[src/rtl/seq_shift_add_multiplier.sv]
// Iterative unsigned shift-and-add multiplier built around a single parallel-prefix adder.
// prefix_tree_adder (Kogge-Stone carry tree) lives in this file alongside its only user.

module prefix_tree_adder #(
    parameter int unsigned width = 8
) (
    input  logic [width-1:0] a,
    input  logic [width-1:0] b,
    input  logic             cin,
    output logic [width-1:0] sum,
    output logic             cout
);

    logic [width-1:0] g;
    logic [width-1:0] p;
    logic [width-1:0] g_nxt;
    logic [width-1:0] p_nxt;
    logic [width:0]   carry;

    // After the tree, g[i]/p[i] are group generate/propagate over bits [i:0].
    always_comb begin
        g = a & b;
        p = a ^ b;
        for (int d = 1; d < int'(width); d = d * 2) begin
            g_nxt = g;
            p_nxt = p;
            for (int i = 0; i < int'(width); i++) begin
                if (i >= d) begin
                    g_nxt[i] = g[i] | (p[i] & g[i-d]);
                    p_nxt[i] = p[i] & p[i-d];
                end
            end
            g = g_nxt;
            p = p_nxt;
        end
        carry[0] = cin;
        for (int i = 0; i < int'(width); i++) begin
            carry[i+1] = g[i] | (p[i] & cin);
        end
        sum  = a ^ b ^ carry[width-1:0];
        cout = carry[width];
    end

endmodule

module seq_shift_add_multiplier #(
    parameter int unsigned width = 8
) (
    input  logic               clk,
    input  logic               rst_n,
    input  logic               in_valid,
    output logic               in_ready,
    input  logic [width-1:0]   a,
    input  logic [width-1:0]   b,
    output logic               out_valid,
    input  logic               out_ready,
    output logic [2*width-1:0] product
);

    localparam int unsigned CntW = $clog2(width + 1);

    typedef enum logic [1:0] {StIdle, StRun, StDone} state_e;

    state_e               state_q, state_d;
    logic [width-1:0]     mcand_q, mcand_d;
    logic [width-1:0]     acc_hi_q, acc_hi_d;
    logic [width-1:0]     acc_lo_q, acc_lo_d;
    logic [CntW-1:0]      cnt_q, cnt_d;
    logic [2*width-1:0]   product_q, product_d;
    logic                 out_valid_q;

    logic [width-1:0]     add_sum;
    logic                 add_cout;
    logic [2*width-1:0]   step_val;
    logic                 last_step;

    prefix_tree_adder #(
        .width (width)
    ) u_adder (
        .a    (acc_hi_q),
        .b    (mcand_q),
        .cin  (1'b0),
        .sum  (add_sum),
        .cout (add_cout)
    );

    // One add-and-shift step: the carry-out becomes the new top bit of the accumulator.
    always_comb begin
        if (acc_lo_q[0]) begin
            step_val = {add_cout, add_sum, acc_lo_q[width-1:1]};
        end else begin
            step_val = {1'b0, acc_hi_q, acc_lo_q[width-1:1]};
        end
        last_step = (cnt_q == CntW'(width - 1));
    end

    always_ff @(posedge clk or negedge rst_n) begin
        if (!rst_n) begin
            state_q     <= StIdle;
            mcand_q     <= '0;
            acc_hi_q    <= '0;
            acc_lo_q    <= '0;
            cnt_q       <= '0;
            product_q   <= '0;
            out_valid_q <= 1'b0;
        end else begin
            state_q     <= state_d;
            mcand_q     <= mcand_d;
            acc_hi_q    <= acc_hi_d;
            acc_lo_q    <= acc_lo_d;
            cnt_q       <= cnt_d;
            product_q   <= product_d;
            out_valid_q <= (state_d == StDone);
        end
    end

    always_comb begin
        state_d   = state_q;
        mcand_d   = mcand_q;
        acc_hi_d  = acc_hi_q;
        acc_lo_d  = acc_lo_q;
        cnt_d     = cnt_q;
        product_d = product_q;
        unique case (state_q)
            StIdle: begin
                if (in_valid) begin
                    mcand_d  = a;
                    acc_lo_d = b;
                    acc_hi_d = '0;
                    cnt_d    = '0;
                    state_d  = StRun;
                end
            end
            StRun: begin
                {acc_hi_d, acc_lo_d} = step_val;
                cnt_d = cnt_q + CntW'(1);
                if (last_step) begin
                    product_d = step_val;
                    state_d   = StDone;
                end
            end
            StDone: begin
                if (out_ready) begin
                    state_d = StIdle;
                end
            end
            default: state_d = StIdle;
        endcase
    end

    always_comb begin
        in_ready  = (state_q == StIdle);
        out_valid = out_valid_q;
        product   = product_q;
    end

endmodule

[config.mk]
export PLATFORM = sky130hd
export DESIGN_NAME = seq_shift_add_multiplier
export DESIGN_NICKNAME = d
export VERILOG_FILES = /design/src/rtl/seq_shift_add_multiplier.sv
export SDC_FILE = /design/constraint.sdc
export NUM_CORES = 1
export LEC_CHECK = 0
export CAP_MARGIN = 20
export CORE_UTILIZATION = 52
export CTS_CLUSTER_SIZE = 30
export DETAILED_ROUTE_END_ITERATION = 7
export GPL_TIMING_DRIVEN = 1
export HOLD_SLACK_MARGIN = 0.03
export PLACE_DENSITY_LB_ADDON = 0.05
export SLEW_MARGIN = 20
export SYNTH_ARGS = -nofsm -noshare
export SYNTH_HDL_FRONTEND = slang
export SYNTH_SLANG_ARGS = --single-unit
[constraint.sdc]
create_clock -name clk -period 2.27 [get_ports clk]
set_input_delay 0.3405 -clock clk [delete_from_list [all_inputs] [get_ports clk]]
set_output_delay 0.3405 -clock clk [all_outputs]
set_load 0.01 [all_outputs]
==> run_results.csv, run 1 <==
group,metric,value,unit
sta,worst_pin_slew,650.2,ps
floorplanning,io_pins,38,
grt,grt_pass1_vias,1547,
worst_setup_path,crit_chain,"ha_1, fa_1, a21o_1, a221oi_2, xnor2_1, mux2i_1, o21ai_0",
worst_hold_path,min_path_type,"in2async",
power_and_ir_drop,leakage,1.291,nW
clocking,insertion_delay,300,ps
clocking,cts_tree,"done",
placement,portBuffers,37,
clocking,cts.clk_slew.worst_paths,90,ps
clocking,cts_buffers,5,
power_and_ir_drop,power_per_cell_area,1402,nW/um2
synthesis,syn-num-nets,262,
grt,grt_usage,22.48,%
synthesis,synth_seq_cells,47,
sta,setup-tns-final,0,ps
synthesis,dominantRegCellSynth,"dfrtp_1",
placement,hpwl,3.046,mm
sta,setup_viol,0,
sta,finalCritPeriodShare,88.40,%
route,vias,1741,
clocking,cts_max_level,2,
final_layout,final_nets,302,
sta,slew_headroom,56.55,%
floorplanning,die_w,66.76,um
floorplanning,die_h,66.76,um
placement,dpl_cell_area,2610,um2
worst_setup_path,slowest_stage,"fa_1",
sta,fin_crit,2007,ps
final_layout,drive_above_1_share,6.593,%
final_layout,design_area,2705,um2
flow_run,cap_violations,0,
worst_setup_path,worst-path-max-fanout,3,
floorplanning,die-area,4457,um2
worst_setup_path,crit_buf_inv,0,
synthesis,syn_area,2181,um2
power_and_ir_drop,intPower,2.310,mW
synthesis,ys_warn_count,0,
grt,grt_pass1_wl,7.300,mm
worst_setup_path,rrSetupSlack,260,ps
clocking,hold_buffers,0,
synthesis,synth.avg_cell_area,9.400,um2
synthesis,synthArstFlopShare,100.0,%
route,drt_iter0_drc,91,
final_layout,most-common-layout-cells,"75 x nand2_1, 47 x dfrtp_1, 36 x clkdlybuf4s50_1",
clocking,clock_sinks,47,
power_and_ir_drop,peakVddDrop,0.0006498,V
worst_setup_path,cpLargestDelayFamily,"adder cells",
synthesis,yosysUniqueCellTypes,30,
clocking,cts_resized,0,
route,via_per_inst,5.390,
power_and_ir_drop,combPwrFrac,46.5,%
floorplanning,rows,23,
clocking,postCtsSetupRepairBufs,0,
sta,max_freq,498.3,MHz
worst_setup_path,r2r-end,"product[13]",
worst_setup_path,worstSetupPathType,"reg2reg",
worst_setup_path,max_stage_delay,410,ps
worst_setup_path,timing.rr.start,"acc_hi_q[0]",
route,firstDrtPassIters,4,
power_and_ir_drop,p_sw,1.483,mW
grt,overflow,0,
route,ant_nets,0,
power_and_ir_drop,finalPower,3.794,mW
sta,rsz0062_at_grt,"false",
status,outcome,"finished, final reports clean",
route,finalWirelength,4.333,mm
synthesis,synth_seq_area_share,53.93,%
grt,grt_max_degree,48,
clocking,cts.path.max_buffers,2,
worst_setup_path,required,2420,ps
power_and_ir_drop,p_clk_share,13.7,%
floorplanning,start_util,54.52,%
synthesis,synth_cells,232,
placement,gp_congestion,0.8340,
clocking,cts-root-buf,"clkbuf_8",
power_and_ir_drop,p_sw_share,39.10,%
sta,timing.final.max_slew_violations,0,
final_layout,final_common_cell,"nand2_1",
worst_setup_path,cp_data_arrival_time,2160,ps
sta,hold_viol_final,0,
grt,antenna_found_initial,0,
worst_setup_path,r2r_cells,7,
worst_setup_path,start_kind,"flip-flop",
floorplanning,placeableCoreArea,4000,um2
final_layout,antenna_cells,0,
route,routedWlPerCell,13.41,um
worst_setup_path,endpoint_kind,"flip-flop",
route,drc,0,
synthesis,synth-edff-count,0,
final_layout,final_core_util,67.63,%
power_and_ir_drop,seqPwrFrac,39.9,%
sta,skew,12.63,ps
final_layout,syn2layout_area_growth,24.04,%
-- synthesized netlist by cell type, drive strengths merged, types with 2 or more instances --
master / instances / area share (%)
nor3: 2 / 0.46
nand2: 75 / 13
ha: 9 / 5.2
o21ai: 25 / 5.7
nand2b: 3 / 0.86
dfrtp: 47 / 54
mux2i: 5 / 2.3
clkbuf: 5 / 0.86
xnor2: 3 / 1.2
a22oi: 7 / 2.4
nor2: 9 / 1.7
a21o: 3 / 1.0
nand3: 9 / 2.1
buf: 5 / 1.1
a31oi: 3 / 0.86
a21oi: 7 / 1.6
nor2b: 2 / 0.57
nand4: 2 / 0.57
-- worst reg2reg max path, delay by kind of cell, from the launching register on --
| family | cells | cell delay [ps] |
|---|---|---|
| mux | 1 | 170 |
| compound gates | 3 | 570 |
| xor+xnor | 1 | 90 |
| flops | 1 | 400 |
| fa+ha+maj | 2 | 620 |
-- layer usage --
layer / part of all wire (%) / GRT usage [%] / up-vias
li1: - / - / 873
met1: 53 / 32.89 / 822
met2: 43 / 32.32 / 41
met3: 3.5 / 5.651 / 5
met4: 1.1 / 7.181 / 0
met5: 0 / 0 / -
-- power groups by stage --
stage	clock (mW)	sequential [mW]	combinational [mW]
global route	0.572	1.56	2.02
floorplan	0	1.48	1.18
global placement	0	1.52	1.73
CTS	0.533	1.51	1.78
detailed placement	0	1.52	1.78
finish	0.518	1.51	1.76
-- sequential cells by signal, indices dropped and copies added, names as in the netlist --
name,count
product,16
mcand_q,8
out_valid,1
cnt_q,4
acc_hi_q,8
acc_lo_q,8
state_q,2
-- cell families (layout without fill, tap and decap cells) --
logic type               after synthesis  in the layout  synth area share (%)
AND/OR/NAND/NOR                      106            106                 20.37
AO/OA/AOI/OAI                         49             49                 13.54
flip-flops                            47             47                 53.93
buffers and inverters                 11             52                 2.180
adder cells (fa/ha/maj)               10             10                 6.082
multiplexers                           5              5                 2.295
XOR/XNOR                               4              4                 1.607
-- worst max-delay path by stage --
| stage | depth (start not counted) | from | slack, ps | endpoint |
|---|---|---|---|---|
| 3_3_place_gp | 7 | mcand_q[0] | 330 | product[13] |
| 3_5_place_dp | 7 | mcand_q[0] | 280 | acc_hi_q[5] |
| 6_report | 7 | acc_hi_q[0] | 260 | product[13] |
| 5_1_grt | 7 | acc_hi_q[0] | 80 | product[13] |
| 2_1_floorplan | 7 | mcand_q[0] | 440 | product[13] |
| 4_1_cts | 7 | acc_hi_q[0] | 260 | product[13] |
-- through the flow --
| stage | setup slack [ps] | cells | hold slack (ps) |
|---|---|---|---|
| floorplan | 438.2 | 232 | 44.91 |
| global placement | 328.0 | 315 | 457.6 |
| detailed placement | 282.2 | 315 | 461.4 |
| CTS | 264.0 | 323 | 149.5 |
| global route | 79.60 | 323 | 176.0 |
| finish | 263.4 | 323 | 131.5 |
-- cell type report --
cell class | instances | area [um2]
multi-input cells | 174 | 957.2
fillers | 350 | 1295
flip-flops and latches | 47 | 1176
clock inverters | 1 | 8.758
inverters | 1 | 3.754
well taps | 50 | 62.56
clock buffers | 7 | 86.33
repair buffers | 43 | 410.4
(Power assumes the default switching activity.)
==> inputs of run 2 (changes only) <==
- CELL_PAD_IN_SITES_DETAIL_PLACEMENT: unset -> 1
- CELL_PAD_IN_SITES_GLOBAL_PLACEMENT: unset -> 1
- CORE_UTILIZATION: 52 -> 47
- DONT_BUFFER_PORTS: unset -> 1
==> run_results.csv, run 2 (synthesized netlist as in run 1, its figures left out) <==
group,metric,value,unit
status,outcome,"finished, final reports clean",
worst_setup_path,worst-path-max-fanout,3,
clocking,hold_buffers,2,
final_layout,final_nets,267,
placement,gp_congestion,0.8454,
route,drt_iter0_drc,86,
final_layout,most-common-layout-cells,"75 x nand2_1, 47 x dfrtp_1, 25 x o21ai_0",
worst_setup_path,max_stage_delay,420,ps
final_layout,largest_reg_flops,16,
sta,finalCritPeriodShare,90.14,%
route,drc,0,
power_and_ir_drop,power_per_cell_area,1530,nW/um2
route,ant_nets,0,
worst_setup_path,rrSetupSlack,220,ps
floorplanning,rows,24,
clocking,postCtsSetupRepairBufs,0,
sta,worst_pin_slew,641.9,ps
route,finalWirelength,4.947,mm
worst_setup_path,r2r-end,"product[13]",
clocking,cts.path.max_buffers,2,
worst_setup_path,start_kind,"flip-flop",
worst_setup_path,endpoint,"product[13]",
worst_setup_path,r2r_cells,7,
placement,dp_cells,280,
power_and_ir_drop,peakVddDrop,0.0006635,V
clocking,cts-root-buf,"clkbuf_8",
placement,portBuffers,0,
grt,grt_max_degree,48,
sta,setup_viol,0,
floorplanning,placeableCoreArea,4414,um2
worst_setup_path,crit_chain,"ha_1, fa_1, a21o_1, a221oi_2, xnor2_1, mux2i_1, o21ai_0",
final_layout,nFillCells,525,
floorplanning,start_util,49.40,%
sta,timing.final.max_slew_violations,0,
sta,setup-tns-final,0,ps
sta,skew,6.626,ps
final_layout,regArea,1176,um2
floorplanning,die_w,70.12,um
clocking,cts_buffers,5,
sta,slew_headroom,57.12,%
clocking,insertion_delay,300,ps
floorplanning,io_pins,38,
worst_setup_path,timing.rr.start,"acc_hi_q[0]",
final_layout,antenna_cells,0,
worst_setup_path,cp_data_arrival_time,2200,ps
sta,fin_crit,2046,ps
final_layout,layout.cells.non_filler,290,
worst_setup_path,required,2420,ps
route,routedWlPerCell,17.06,um
power_and_ir_drop,leakage,1.168,nW
final_layout,syn2layout_area_growth,9.122,%
sta,max_freq,488.7,MHz
final_layout,drive_above_1_share,7.563,%
worst_setup_path,endpoint_kind,"flip-flop",
worst_hold_path,min_path_type,"in2reg",
route,vias,1651,
clocking,cts.clk_slew.worst_paths,90,ps
clocking,cts_tree,"done",
flow_run,cap_violations,0,
floorplanning,die_h,70.12,um
sta,rsz0062_at_grt,"false",
grt,grt_pass1_wl,8.707,mm
final_layout,multiInputGateArea,957.2,um2
grt,overflow,0,
clocking,cts_resized,0,
power_and_ir_drop,finalPower,3.640,mW
worst_setup_path,critPathLaunch,"acc_hi_q[0]",
worst_setup_path,slowest_stage,"fa_1",
grt,grt_pass1_vias,1807,
sta,hold_viol_final,0,
placement,hpwl,3.609,mm
route,via_per_inst,5.693,
clocking,cts_max_level,2,
floorplanning,die-area,4917,um2
grt,grt_usage,22.61,%
route,firstDrtPassIters,4,
final_layout,final_common_cell,"nand2_1",
grt,antenna_found_initial,0,
clocking,clock_sinks,47,
worst_setup_path,worstSetupPathType,"reg2reg",
run 2: cell types whose count changed in the layout (fill, tap and decap cells not counted), sizes merged:
cell	delta
dlygate4sd3	+1
clkdlybuf4s50	-36
run 2: worst max-delay path, delay by kind of cell, from the launching register on:
family	cells	cell delay (ps)
multiplexers	1	160
flip-flops	1	400
XOR/XNOR	1	100
adder cells (fa/ha/maj)	2	640
AO/OA/AOI/OAI	3	600
run 2: metrics by stage:
step | utilization, % | cell area [um2] | setup slack, ps | hold slack [ps]
floorplan | - | 2181 | 438.2 | 44.91
CTS | 53.91 | 2380 | 226.7 | 143.5
detailed placement | 50.91 | 2247 | 259.3 | 45.86
global route | 53.91 | 2380 | 29.28 | 140.2
global placement | 50.91 | 2247 | 324.7 | 45.90
finish | 53.91 | 2380 | 223.9 | 148.9
run 2: layer usage:
| layer | track usage, % | share of wire (%) | wire, um |
|---|---|---|---|
| met1 | 30.88 | 48 | 2380 |
| met2 | 36.43 | 47 | 2324 |
| met3 | 5.772 | 4.2 | 207 |
| met4 | 4.889 | 0.71 | 35 |
| met5 | 0 | 0 | 0 |
run 2: worst min path at each step:
stage | to | slack, ps | depth (start not counted) | from
after CTS | mcand_q[6] | 140 | 2 | a[6]
after global placement | product[10] | 50 | 0 | rst_n
after global routing | state_q[1] | 140 | 1 | out_ready
after detailed placement | product[11] | 50 | 0 | rst_n
after floorplan | acc_hi_q[0] | 40 | 0 | rst_n
final | mcand_q[6] | 150 | 2 | a[6]
run 2: final cells by class:
class                   instances  area share (%)
clock inverters                 1          0.3680
repair buffers                  8           3.470
inverters                       1          0.1577
well taps                      52           2.734
flip-flops and latches         47           49.42
multi-input cells             174           40.22
clock buffers                   7           3.628
run 2: report_power, final:
group	switching (mW)	internal, mW	total (mW)	leakage [nW]
combinational	0.915	0.636	1.55	0.528
clock	0.282	0.250	0.531	0.0484
sequential	0.345	1.21	1.56	0.592
total	1.54	2.10	3.64	1.17
==> inputs of run 3 (changes only) <==
- REMOVE_ABC_BUFFERS: unset -> 1
==> run_results.csv, run 3 (synthesized netlist as in run 1, its figures left out) <==
group,metric,value,unit
status,outcome,"finished, final reports clean",
final_layout,final_common_cell,"nand2_1",
sta,setup-tns-final,0,ps
route,finalWirelength,5.311,mm
worst_setup_path,cp_data_arrival_time,2270,ps
sta,timing.final.max_slew_violations,0,
final_layout,most-common-layout-cells,"75 x nand2_1, 47 x dfrtp_1, 25 x o21ai_0",
clocking,cts_resized,0,
floorplanning,rows,24,
route,ant_nets,0,
worst_setup_path,rrSetupSlack,190,ps
clocking,insertion_delay,310,ps
floorplanning,die_w,70.12,um
placement,place_ws,199.6,ps
grt,overflow,0,
route,firstDrtPassIters,4,
worst_setup_path,start_kind,"flip-flop",
placement,dpl_cell_area,2255,um2
worst_setup_path,r2r_cells,7,
sta,max_freq,480.5,MHz
floorplanning,die_h,70.12,um
sta,skew,13.25,ps
sta,setup_viol,0,
placement,hpwl,3.706,mm
worst_setup_path,r2r-end,"acc_hi_q[5]",
sta,finalCritPeriodShare,91.67,%
sta,final.setup.worst_slack,189.0,ps
clocking,cts.path.max_buffers,2,
grt,grt_usage,24.75,%
route,vias,1678,
final_layout,final_nets,268,
worst_setup_path,critPathLaunch,"acc_hi_q[0]",
power_and_ir_drop,leakage,1.172,nW
clocking,cts_tree,"done",
route,via_per_inst,5.766,
clocking,cts.clk_slew.worst_paths,100,ps
worst_setup_path,worstSetupPathType,"reg2reg",
placement,gp_congestion,0.8143,
floorplanning,placeableCoreArea,4414,um2
floorplanning,die-area,4917,um2
clocking,cts_max_level,2,
worst_setup_path,timing.rr.start,"acc_hi_q[0]",
sta,slew_headroom,55.98,%
worst_hold_path,min_path_type,"in2reg",
floorplanning,start_util,49.40,%
sta,rsz0062_at_grt,"false",
power_and_ir_drop,finalPower,3.678,mW
grt,grt_pass1_wl,9.246,mm
worst_setup_path,endpoint_kind,"flip-flop",
final_layout,nFillCells,522,
final_layout,antenna_cells,0,
grt,grt_max_degree,48,
grt,antenna_found_initial,0,
clocking,cts-root-buf,"clkbuf_8",
clocking,postCtsSetupRepairBufs,0,
placement,portBuffers,0,
sta,fin_crit,2081,ps
power_and_ir_drop,peakVddDrop,0.0006397,V
clocking,clock_sinks,47,
sta,timing.hold.ws,130.2,ps
flow_run,cap_violations,0,
power_and_ir_drop,power_per_cell_area,1543,nW/um2
final_layout,drive_above_1_share,8.368,%
route,drc,0,
grt,grt_pass1_vias,1925,
floorplanning,io_pins,38,
final_layout,syn2layout_area_growth,9.294,%
worst_setup_path,endpoint,"acc_hi_q[5]",
final_layout,largest_reg_flops,16,
route,drt_iter0_drc,63,
worst_setup_path,required,2460,ps
clocking,cts_buffers,5,
sta,hold_viol_final,0,
worst_setup_path,worst-path-max-fanout,3,
final_layout,design_area,2384,um2
sta,worst_pin_slew,658.8,ps
route,routedWlPerCell,18.25,um
[run 3: metrics by stage]
step | util, % | std cells
floorplan | - | 222
global placement | 51.08 | 281
detailed placement | 51.08 | 281
CTS | 54.00 | 291
global route | 54.00 | 291
finish | 54.00 | 291
[run 3: power by group]
group	internal, mW	leakage [nW]	switching (mW)	total [mW]
logic	0.646	0.532	0.940	1.59
registers	1.21	0.592	0.350	1.56
clock network	0.221	0.0485	0.309	0.530
total	2.08	1.17	1.60	3.68
[run 3: cell type report]
type	instances	area (um2)	share of cell area [%]
clock inverter	3	22.52	0.9449
timing repair buffer	9	90.09	3.780
clock buffer	5	68.82	2.887
multi-input combinational	174	957.2	40.16
tap	52	65.06	2.730
sequential	47	1176	49.34
inverter	1	3.754	0.1575
[run 3: metal layers]
| layer | global-route usage, % | wire length (um) |
|---|---|---|
| met5 | 0 | 0 |
| met4 | 10.89 | 123 |
| met3 | 5.483 | 175 |
| met2 | 41.99 | 2776 |
| met1 | 30.18 | 2236 |
[run 3: what timing repair did]
item	4_1_cts	5_1_grt
hold buffers	2	0
endpoints found under the hold margin	47	0
setup endpoints to repair	0	0
[run 3: how the worst min path moves through the flow]
stage / depth (start not counted) / endpoint / startpoint
2_1_floorplan: 0 / acc_hi_q[0] / rst_n
3_3_place_gp: 0 / product[9] / rst_n
3_5_place_dp: 0 / product[10] / rst_n
4_1_cts: 1 / out_valid / out_ready
5_1_grt: 1 / out_valid / out_ready
6_report: 2 / mcand_q[5] / a[5]
[run 3: worst max-delay path, cell delays in order, from the launching register on]
cell	delay [ps]
dfrtp_1	410
ha_1	220
fa_1	420
a21o_1	210
a221oi_2	290
xnor2_1	120
mux2i_1	190
o21ai_0	100
